**config.mk**
```make
export PLATFORM = sky130hd
export DESIGN_NAME = mux4_rr_arbiter
export DESIGN_NICKNAME = d
export VERILOG_FILES = /design/src/rtl/mux4_rr_arbiter.sv
export SDC_FILE = /design/constraint.sdc
export NUM_CORES = 1
export LEC_CHECK = 0
export CORE_AREA = 4 4 41 43
export DETAILED_ROUTE_END_ITERATION = 6
export DIE_AREA = 0 0 45 47
export HOLD_SLACK_MARGIN = 0.03
export PLACE_DENSITY = 0.75
export SYNTH_ARGS = -nofsm -noshare
export SYNTH_HDL_FRONTEND = slang
export SYNTH_SLANG_ARGS = --single-unit
export TNS_END_PERCENT = 1
```
**constraint.sdc**
```tcl
create_clock -name clk -period 3.7 [get_ports clk]
set_clock_uncertainty 0.15 [all_clocks]
set_input_delay 0.74 -clock clk [delete_from_list [all_inputs] [get_ports clk]]
set_output_delay 0.74 -clock clk [all_outputs]
set_load 0.02 [all_outputs]
```
**src/rtl/mux4_rr_arbiter.sv**
```systemverilog
// Round-robin arbiter driving the select pair of a 4:1 mux; grant held until the owner releases.
// Optional forced rotation after MAX_HOLD grant cycles when MUX4_ARB_TIMEOUT_EN is defined.
module mux4_rr_arbiter #(
   parameter int unsigned MAX_HOLD = 8
) (
   input  logic       clk,
   input  logic       rst,
   input  logic [3:0] req,
   output logic [3:0] gnt,
   output logic       s1,
   output logic       s0,
   output logic       busy
);

   if (MAX_HOLD < 2 || MAX_HOLD > 255) begin : g_bad_max_hold
      $error("MAX_HOLD must be in 2..255");
   end

   typedef enum logic {IDLE, GRANT} state_t;

   state_t     state, state_n;
   logic [1:0] last, last_n;
   logic [1:0] owner, owner_n;
   logic [3:0] gnt_n;
   logic [1:0] sel_n;
   logic       load_en;
   logic [1:0] load_idx;
   logic [2:0] win;

`ifdef MUX4_ARB_TIMEOUT_EN
   localparam logic [7:0] HOLD_LIMIT = 8'(MAX_HOLD - 1);
   logic [7:0] hold_cnt, hold_cnt_n;
   logic [2:0] win_other;
   logic [3:0] others;
`endif

   // Returns {found, index}: first set bit of r scanning start, start+1, ... modulo 4.
   function automatic logic [2:0] pick(input logic [3:0] r, input logic [1:0] start);
      logic [1:0] idx;
      pick = 3'b000;
      for (int i = 3; i >= 0; i--) begin
         idx = start + 2'(i);
         if (r[idx]) pick = {1'b1, idx};
      end
   endfunction

   always_comb begin
      // NOTE: every variable gets a default first so no path leaves it unassigned (no latches).
      state_n  = state;
      last_n   = last;
      owner_n  = owner;
      gnt_n    = gnt;
      sel_n    = {s1, s0};
      load_en  = 1'b0;
      load_idx = owner;
      win      = 3'b000;
`ifdef MUX4_ARB_TIMEOUT_EN
      hold_cnt_n = hold_cnt;
      others     = req & ~(4'b0001 << owner);
      win_other  = pick(others, owner + 2'd1);
`endif
      unique case (state)
         IDLE: begin
            win = pick(req, last + 2'd1);
            if (win[2]) begin
               load_en  = 1'b1;
               load_idx = win[1:0];
            end
         end
         GRANT: begin
            if (!req[owner]) begin
               win = pick(req, owner + 2'd1);
               if (win[2]) begin
                  load_en  = 1'b1;
                  load_idx = win[1:0];
               end else begin
                  state_n = IDLE;
                  gnt_n   = 4'b0000;
               end
`ifdef MUX4_ARB_TIMEOUT_EN
            end else if (hold_cnt == HOLD_LIMIT) begin
               // Saturate at the limit so a late competitor is served on its first cycle.
               if (win_other[2]) begin
                  load_en  = 1'b1;
                  load_idx = win_other[1:0];
               end
            end else begin
               hold_cnt_n = hold_cnt + 8'd1;
`endif
            end
         end
         default: state_n = IDLE;
      endcase

      if (load_en) begin
         state_n = GRANT;
         owner_n = load_idx;
         last_n  = load_idx;
         gnt_n   = 4'b0001 << load_idx;
         sel_n   = load_idx;
`ifdef MUX4_ARB_TIMEOUT_EN
         hold_cnt_n = 8'd0;
`endif
      end
   end

   // NOTE: sequential state uses non-blocking assignments so all registers update together.
   always_ff @(posedge clk or posedge rst) begin
      if (rst) begin
         state <= IDLE;
         last  <= 2'd3;
         owner <= 2'd0;
         gnt   <= 4'b0000;
         s1    <= 1'b0;
         s0    <= 1'b0;
`ifdef MUX4_ARB_TIMEOUT_EN
         hold_cnt <= 8'd0;
`endif
      end else begin
         state <= state_n;
         last  <= last_n;
         owner <= owner_n;
         gnt   <= gnt_n;
         s1    <= sel_n[1];
         s0    <= sel_n[0];
`ifdef MUX4_ARB_TIMEOUT_EN
         hold_cnt <= hold_cnt_n;
`endif
      end
   end

   assign busy = |gnt;

endmodule

```
# == After elaboration in Yosys (flattened, before gate mapping) ==
# Cells that the tools add are included.
# totals
in_bits,6
ff_bits,11
# op_classes
n_reduce_logical,3
muxes,44
n_bitwise,1
magnitude_cmp,9
n_eq_ne,2
addsub,8
n_shift,1
# ops
op,count
$mux W3,11
$lt A2 B3 Y1 const B,9
$bmux W1 S2,9
$mux W4,4
$mux W1,15
$add A2 B1 Y2 const B,4
$add A2 B2 Y2 const B,4
$mux W2,3
$ne A2 B2 Y1 const B,2
$pmux W2 S2,1
$reduce_or A4 Y1,1
$shl A1 B2 Y4 const A,1
$reduce_and A3 Y1,1
$pmux W1 S2,1
$reduce_bool A2 Y1,1
$not A1 Y1,1

# == Longest topological paths before layout ==
# Gate-level depths: netlist of the first run.
# logic_depth
ltp_word,15
mapped_depth,7

# == Worst setup path after synthesis of the first run ==
# No wires, ideal clock.
# synth_path
path_kind,input to register
startpoint,input port req[2]
endpoint,register gnt[1]
stages,7
arrival_ps,1903
setup_slack_ps,1555
setup_ps,92
path_buffers,1
cell_sequence,buf_6 -> or2_0 -> a221o_1 -> a21oi_2 -> a211o_2 -> inv_2 -> o31ai_2
# synth_via
elab_chain_len,13
elab_cells_between_ends,43
classes_between,eq/ne: 2; shift: 1; mux: 38; reduce/logical: 2
# synth_rtl
element,line,rtl
"start, declared",8,"input logic [3:0] req,"
$bmux W1 S2,43,"if (r[idx]) pick = {1'b1, idx};"
$mux W1 (not written as such),43,
$mux W3 (4 in a row),43,
$mux W3,71,if (!req[owner]) begin
$mux W3,62,unique case (state)
$mux W1 / $mux W2 (equally long branches),73,if (win[2]) begin
$mux W1 / $mux W2 (equally long branches),71,
$pmux W1 S2 / $pmux W2 S2 (equally long branches),62,
"$ne A2 B2 Y1 (no line), or another cell as far along",n/a,
$reduce_and A3 Y1 (no line) / $mux W4 (equally long branches),n/a,
"end signal, assigned",123,gnt <= gnt_n;
"end, declared",9,"output logic [3:0] gnt,"
# Several ways; a longest one is shown, not always the timed one. The select of a mux whose other input is x is not followed.
# A chain may end at the register's enable or synchronous reset.

# == Worst setup path after layout of the first run ==
# layout_path
startpoint,register gnt[1]
endpoint,output port busy
# layout_via
elab_chain_len,1
# layout_rtl
element,line,rtl
$reduce_or A4 Y1,132,assign busy = |gnt;
"end, declared",12,output logic busy
# Every way passes these cells.

==> qor.txt, run 1 <==
total number of yosys warnings -> 0
Cells after Synth -> 69
clock sinks -> 9
CTS root buf -> clkbuf_4
Die Y -> 47 um
WL final -> 1.47 mm
endpoint class of the critical path -> output pin
largest cells by area after synthesis -> dfrtp_1 (29%), dfstp_2 (8.7%), o21ai_0 (5.0%), nand2_1 (5.0%), inv_1 (4.3%)
critical-path maximum fanout -> 3
Total GRT Usage -> 0.170
Area Growth Syn to Fin -> 24.4%
required time of the critical path -> 2.81 ns
Avg Synthesized Cell Area -> 8.76 sq um
initial core utilization -> 0.464
share of layout cells above drive strength 1 -> 0.133
DR vias/cell -> 6.05
Leakage Power -> 0.318 nW
Post-DRT Antenna Nets -> 0
count leader, synth -> nand2_1
Mapped Area -> 604 sq um
Worst Max-Slew Pin Slew -> 0.525 ns
most frequent cells after synthesis -> nand2_1 (8), dfrtp_1 (7), inv_1 (7)
worst hold slack -> 0.379 ns
pre-CTS WS -> 0.902 ns
period utilization -> 0.715
drt wl/cell -> 15.0 um
setup bufs post-CTS -> 0
# IOs -> 13
Buffers on Ports -> 12
post-DP HPWL -> 1.07 mm
Yosys top cell area share -> 0.290
diode count -> 0
global-route wire length before repair -> 2.56 mm
Primary FF master, synth -> dfrtp_1
Core Rows -> 13
via count -> 593
status -> finished, final reports clean
total CTS buffers -> 3
Final Setup Violations -> 0
DRC -> 0
first-pass iteration count of the detailed router -> 4
clock transition at the registers of the reported paths -> 0.06 ns
# fillers -> 122
async set-reset flop share out of synthesis -> 1.00
core area -> 1300 sq um
Worst VDD drop -> 0.405 mV
FMAX -> 0.378 GHz
area leader, netlist -> dfrtp_1
RSZ-0062 raised after global routing -> no
gr ovfl total -> 0
Netlist cell types -> 33
FF+latch count, synth -> 9
CTS HTree Levels -> 1
die width -> 45 um
Die Footprint -> 2120 sq um
number of global-route vias before repair -> 565
Crit Path Category -> reg2out
worst skew pair latency -> 0.27 ns
placed insts -> 94
Final TNS setup -> 0 ns
MaxCap Viol Count -> 0
slew margin rel. -> 0.648
final core occ -> 0.578
TritonCTS clock tree -> built
Hold Buf Count CTS -> 0
1st-iter DRT viols -> 15
pin count of the biggest net entering global routing -> 12
Worst Hold Class -> reg2reg
CP Launch Type -> register
antenna violations before repair -> 0
Max Slew Vio Count -> 0
Power per Cell Area -> 773 nW/um^2
gpl congestion -> 0.873
Post-CTS Resized -> 0
sequential area share after synthesis -> 0.377
clk buf depth -> 2
EDFF count, synth -> 0
Hold Vio Cnt, Final -> 0
final worst setup slack -> 1.06 ns
minimum clock period -> 2.64 ns
syn nets -> 75
CP arrival -> 1.75 ns
Finished Layout Cells -> 98
final layout net count -> 90
state kept, by name (all words and copies together) (netlist names):
register / flops
s1: 1
last: 2
owner: 1
state: 1
gnt: 4
final timing paths:
path / from / endpoint / slack [ns] / cells after the start
max: gnt[1]$_DFFE_PP0P_ / busy / 1.06 / 2
min: gnt[3]$_DFFE_PP0P_ / gnt[3]$_DFFE_PP0P_ / 0.38 / 2
max reg2reg: s1$_DFFE_PP0P_ / gnt[2]$_DFFE_PP0P_ / 1.75 / 5
min reg2reg: gnt[3]$_DFFE_PP0P_ / gnt[3]$_DFFE_PP0P_ / 0.38 / 2
max in group asynchronous: rst / last[1]$_DFFE_PP1P_ / 2.54 / 2
min in group asynchronous: rst / s1$_DFFE_PP0P_ / 0.57 / 2
power breakdown:
group	switching (W)	leakage, nW	internal [W]
clock network	0.0000360	0.0177	0.0000399
logic	0.000160	0.195	0.000145
registers	0.0000553	0.106	0.000146
total	0.000251	0.318	0.000330
cell type report:
cell class / instances / area [sq um] / area share
multi-input cells: 50 / 328 / 0.436
repair buffers: 12 / 120 / 0.160
clock inverters: 1 / 5.00 / 0.00666
inverters: 8 / 30.0 / 0.0399
flip-flops and latches: 9 / 228 / 0.303
well taps: 15 / 18.8 / 0.0250
clock buffers: 3 / 22.5 / 0.0300
kinds of logic after synthesis:
logic type	Yosys count	share of synthesized area
compound gates	25	0.309
flops	9	0.377
buf+inv	10	0.0808
mux	1	0.0373
simple gates	24	0.197
per-layer routing:
metal,global-route usage,wire (um),part of all wire
met5,0,0,0
met4,0.105,42,0.029
met3,0.0345,94,0.064
met2,0.260,673,0.46
met1,0.219,660,0.45
worst max-delay path, stage by stage (launching register included):
cell	delay [ns]
dfrtp_1	0.39
or4_1	0.54
clkdlybuf4s50_1	0.56
stage by stage:
stage	instance area (sq um)	total power, W
after floorplan	604	0.000388
after global placement	724	0.000498
after detailed placement	724	0.000503
after CTS	752	0.000587
after global routing	752	0.000626
final	752	0.000581
cell usage in the layout (no fill, tap or decap), drive strengths merged, types with 2 or more instances in the layout:
master	n
o22ai	3
o21ai	8
clkbuf	3
dfstp	2
nand2	8
dfrtp	7
nor2	4
nor2b	4
clkdlybuf4s50	12
nor3	3
inv	8
(Power assumes the default switching activity.)
==> inputs of run 2 (changes only) <==
- clock period: 3.7 -> 2.6 ns (I/O delays scaled with it)
==> run 2 against run 1 <==
Compared with the run above:
- cell count increased by 1.0%
- sequential share of layout area decreased by 0.30 points
- clock-buffer cell count unchanged
- combinational power increased by 45%
- critical endpoint unchanged
==> qor.txt, run 2 (same netlist as run 1, synthesis figures left out) <==
status -> finished, final reports clean
pre-CTS WS -> 0.0465 ns (-0.855 ns)
combinational fraction of design power -> 0.528 (+0.004)
CP arrival -> 1.75 ns (about the same)
period utilization -> 0.931
setup bufs post-CTS -> 0 (unchanged)
Cell Chain, Critical Path -> or4_1 -> clkdlybuf4s50_1
Register-to-Register Setup Slack -> 0.66 ns (-1.09 ns)
slew margin rel. -> 0.663 (+0.0147)
WP buf/inv -> 1 (unchanged)
core area -> 1300 sq um (unchanged)
Sw Share -> 0.426 (-0.00545)
CP Launch Type -> register
die width -> 45 um (unchanged)
post-DP HPWL -> 1.01 mm (-5.6%)
clk buf depth -> 2 (unchanged)
Hold Vio Cnt, Final -> 0 (unchanged)
Int Pwr -> 0.000479 W (+45%)
antenna violations before repair -> 0 (unchanged)
clock sinks -> 9 (unchanged)
commonest cells after routing, fill and taps aside -> clkdlybuf4s50_1 (12), nand2_1 (8), inv_1 (7), dfrtp_1 (7), o21ai_0 (6)
via count -> 599 (+1.0%)
Largest register FFs -> 4 (unchanged)
Buffers on Ports -> 12 (unchanged)
Reg2Reg Depth -> 5 (unchanged)
endpoint class of the critical path -> output pin
CP max-delay cell -> clkdlybuf4s50_1
DR vias/cell -> 6.05 (about the same)
Core Rows -> 13 (unchanged)
minimum clock period -> 2.42 ns
# IOs -> 13 (unchanged)
Area Growth Syn to Fin -> 25.7%
number of global-route vias before repair -> 549 (-2.8%)
Worst Hold Class -> in2async
Post-DRT Antenna Nets -> 0 (unchanged)
Largest Register -> gnt
CTS HTree Levels -> 1 (unchanged)
Max Slew Vio Count -> 0 (unchanged)
Worst Max-Slew Pin Slew -> 0.503 ns (-0.0219 ns)
CP Launch Point -> gnt[1]$_DFFE_PP0P_
clock power share -> 0.131 (about the same)
Worst VDD drop -> 0.632 mV (+56%)
critical-path maximum fanout -> 3 (unchanged)
Hold Buf Count CTS -> 0 (unchanged)
peak per-stage delay on the critical path -> 0.55 ns (about the same)
FMAX -> 0.413 GHz
Die Footprint -> 2120 sq um (unchanged)
Net Sw Power -> 0.000356 W (+42%)
gpl congestion -> 0.879 (+0.68%)
Crit Reg-Reg Endpoint -> gnt[2]$_DFFE_PP0P_
worst reg2reg startpoint -> s1$_DFFE_PP0P_
share of layout cells above drive strength 1 -> 0.143 (+0.0103)
final core occ -> 0.584 (+0.00577)
MaxCap Viol Count -> 0 (unchanged)
gr ovfl total -> 0 (unchanged)
Final Setup Violations -> 0 (unchanged)
drt wl/cell -> 14.1 um (-5.7%)
Crit path depth -> 2 (unchanged)
commonest non-fill, non-tap cell in the layout -> clkdlybuf4s50_1
pin count of the biggest net entering global routing -> 12 (unchanged)
top flop regs -> gnt x4, last x2
RSZ-0062 raised after global routing -> no
Leakage Power -> 0.323 nW (+1.5%)
Post-Place Cell Area -> 732 sq um (+1.0%)
initial core utilization -> 0.464 (unchanged)
Post-CTS Resized -> 0 (unchanged)
Total GRT Usage -> 0.164 (-0.00586)
1st-iter DRT viols -> 6 (-9)
WL final -> 1.40 mm (-4.8%)
final worst setup slack -> 0.179 ns (-0.876 ns)
Crit Path Category -> reg2out
final layout net count -> 91 (+1.1%)
required time of the critical path -> 1.93 ns (-0.88 ns)
worst hold slack -> 0.351 ns (-0.0277 ns)
worst skew pair latency -> 0.27 ns (about the same)
diode count -> 0 (unchanged)
TritonCTS clock tree -> built
share of power burned in registers -> 0.341 (-0.005)
clock transition at the registers of the reported paths -> 0.07 ns (about the same)
DRC -> 0 (unchanged)
design area -> 759 sq um (+1.0%)
Final TNS setup -> 0 ns (unchanged)
global-route wire length before repair -> 2.47 mm (-3.5%)
first-pass iteration count of the detailed router -> 4 (unchanged)
family with the most delay on the worst path -> buffers and inverters
total CTS buffers -> 3 (unchanged)
Die Y -> 47 um (unchanged)
Power per Cell Area -> 1100 nW/um^2 (+42%)
CTS root buf -> clkbuf_4
## run 2: changes by cell type in the layout (fill, tap and decap cells not counted)
cell,previous run,this run
buf_4,0,1
## run 2: routing by layer
layer,vias to the layer above,track usage,share of wire
met5,-,0,0
met4,0,0.105,0.022
met3,4,0.0345,0.059
met2,22,0.251,0.45
met1,288,0.209,0.46
li1,285,-,-
## run 2: stage by stage
step                std cells  power [W]
finish                     99   0.000835
global placement           95   0.000721
global route               99   0.000904
detailed placement         95   0.000722
CTS                        99   0.000841
floorplan                  69   0.000552
## run 2: cell type report
class                      instances  area, sq um
sequential                         9          228
timing repair buffer              13          128
multi-input combinational         50          328
tap                               15         18.8
clock buffer                       3         22.5
inverter                           8         30.0
fill                             119          542
clock inverter                     1         5.00
## run 2: power by group through the flow
stage	Clock (W)	Sequential, W	Combinational (W)
2_1_floorplan	0	0.000313	0.000239
3_3_place_gp	0	0.000285	0.000436
3_5_place_dp	0	0.000287	0.000435
4_1_cts	0.000113	0.000285	0.000443
5_1_grt	0.000121	0.000300	0.000483
6_report	0.000109	0.000285	0.000441
## run 2: how the worst max path moves through the flow
stage / end / slack (ns)
6_report: busy / 0.18
5_1_grt: busy / 0.12
4_1_cts: busy / 0.18
3_5_place_dp: gnt[1]$_DFFE_PP0P_ / 0.05
3_3_place_gp: gnt[1]$_DFFE_PP0P_ / 0.05
2_1_floorplan: gnt[1]$_DFFE_PP0P_ / 0.67
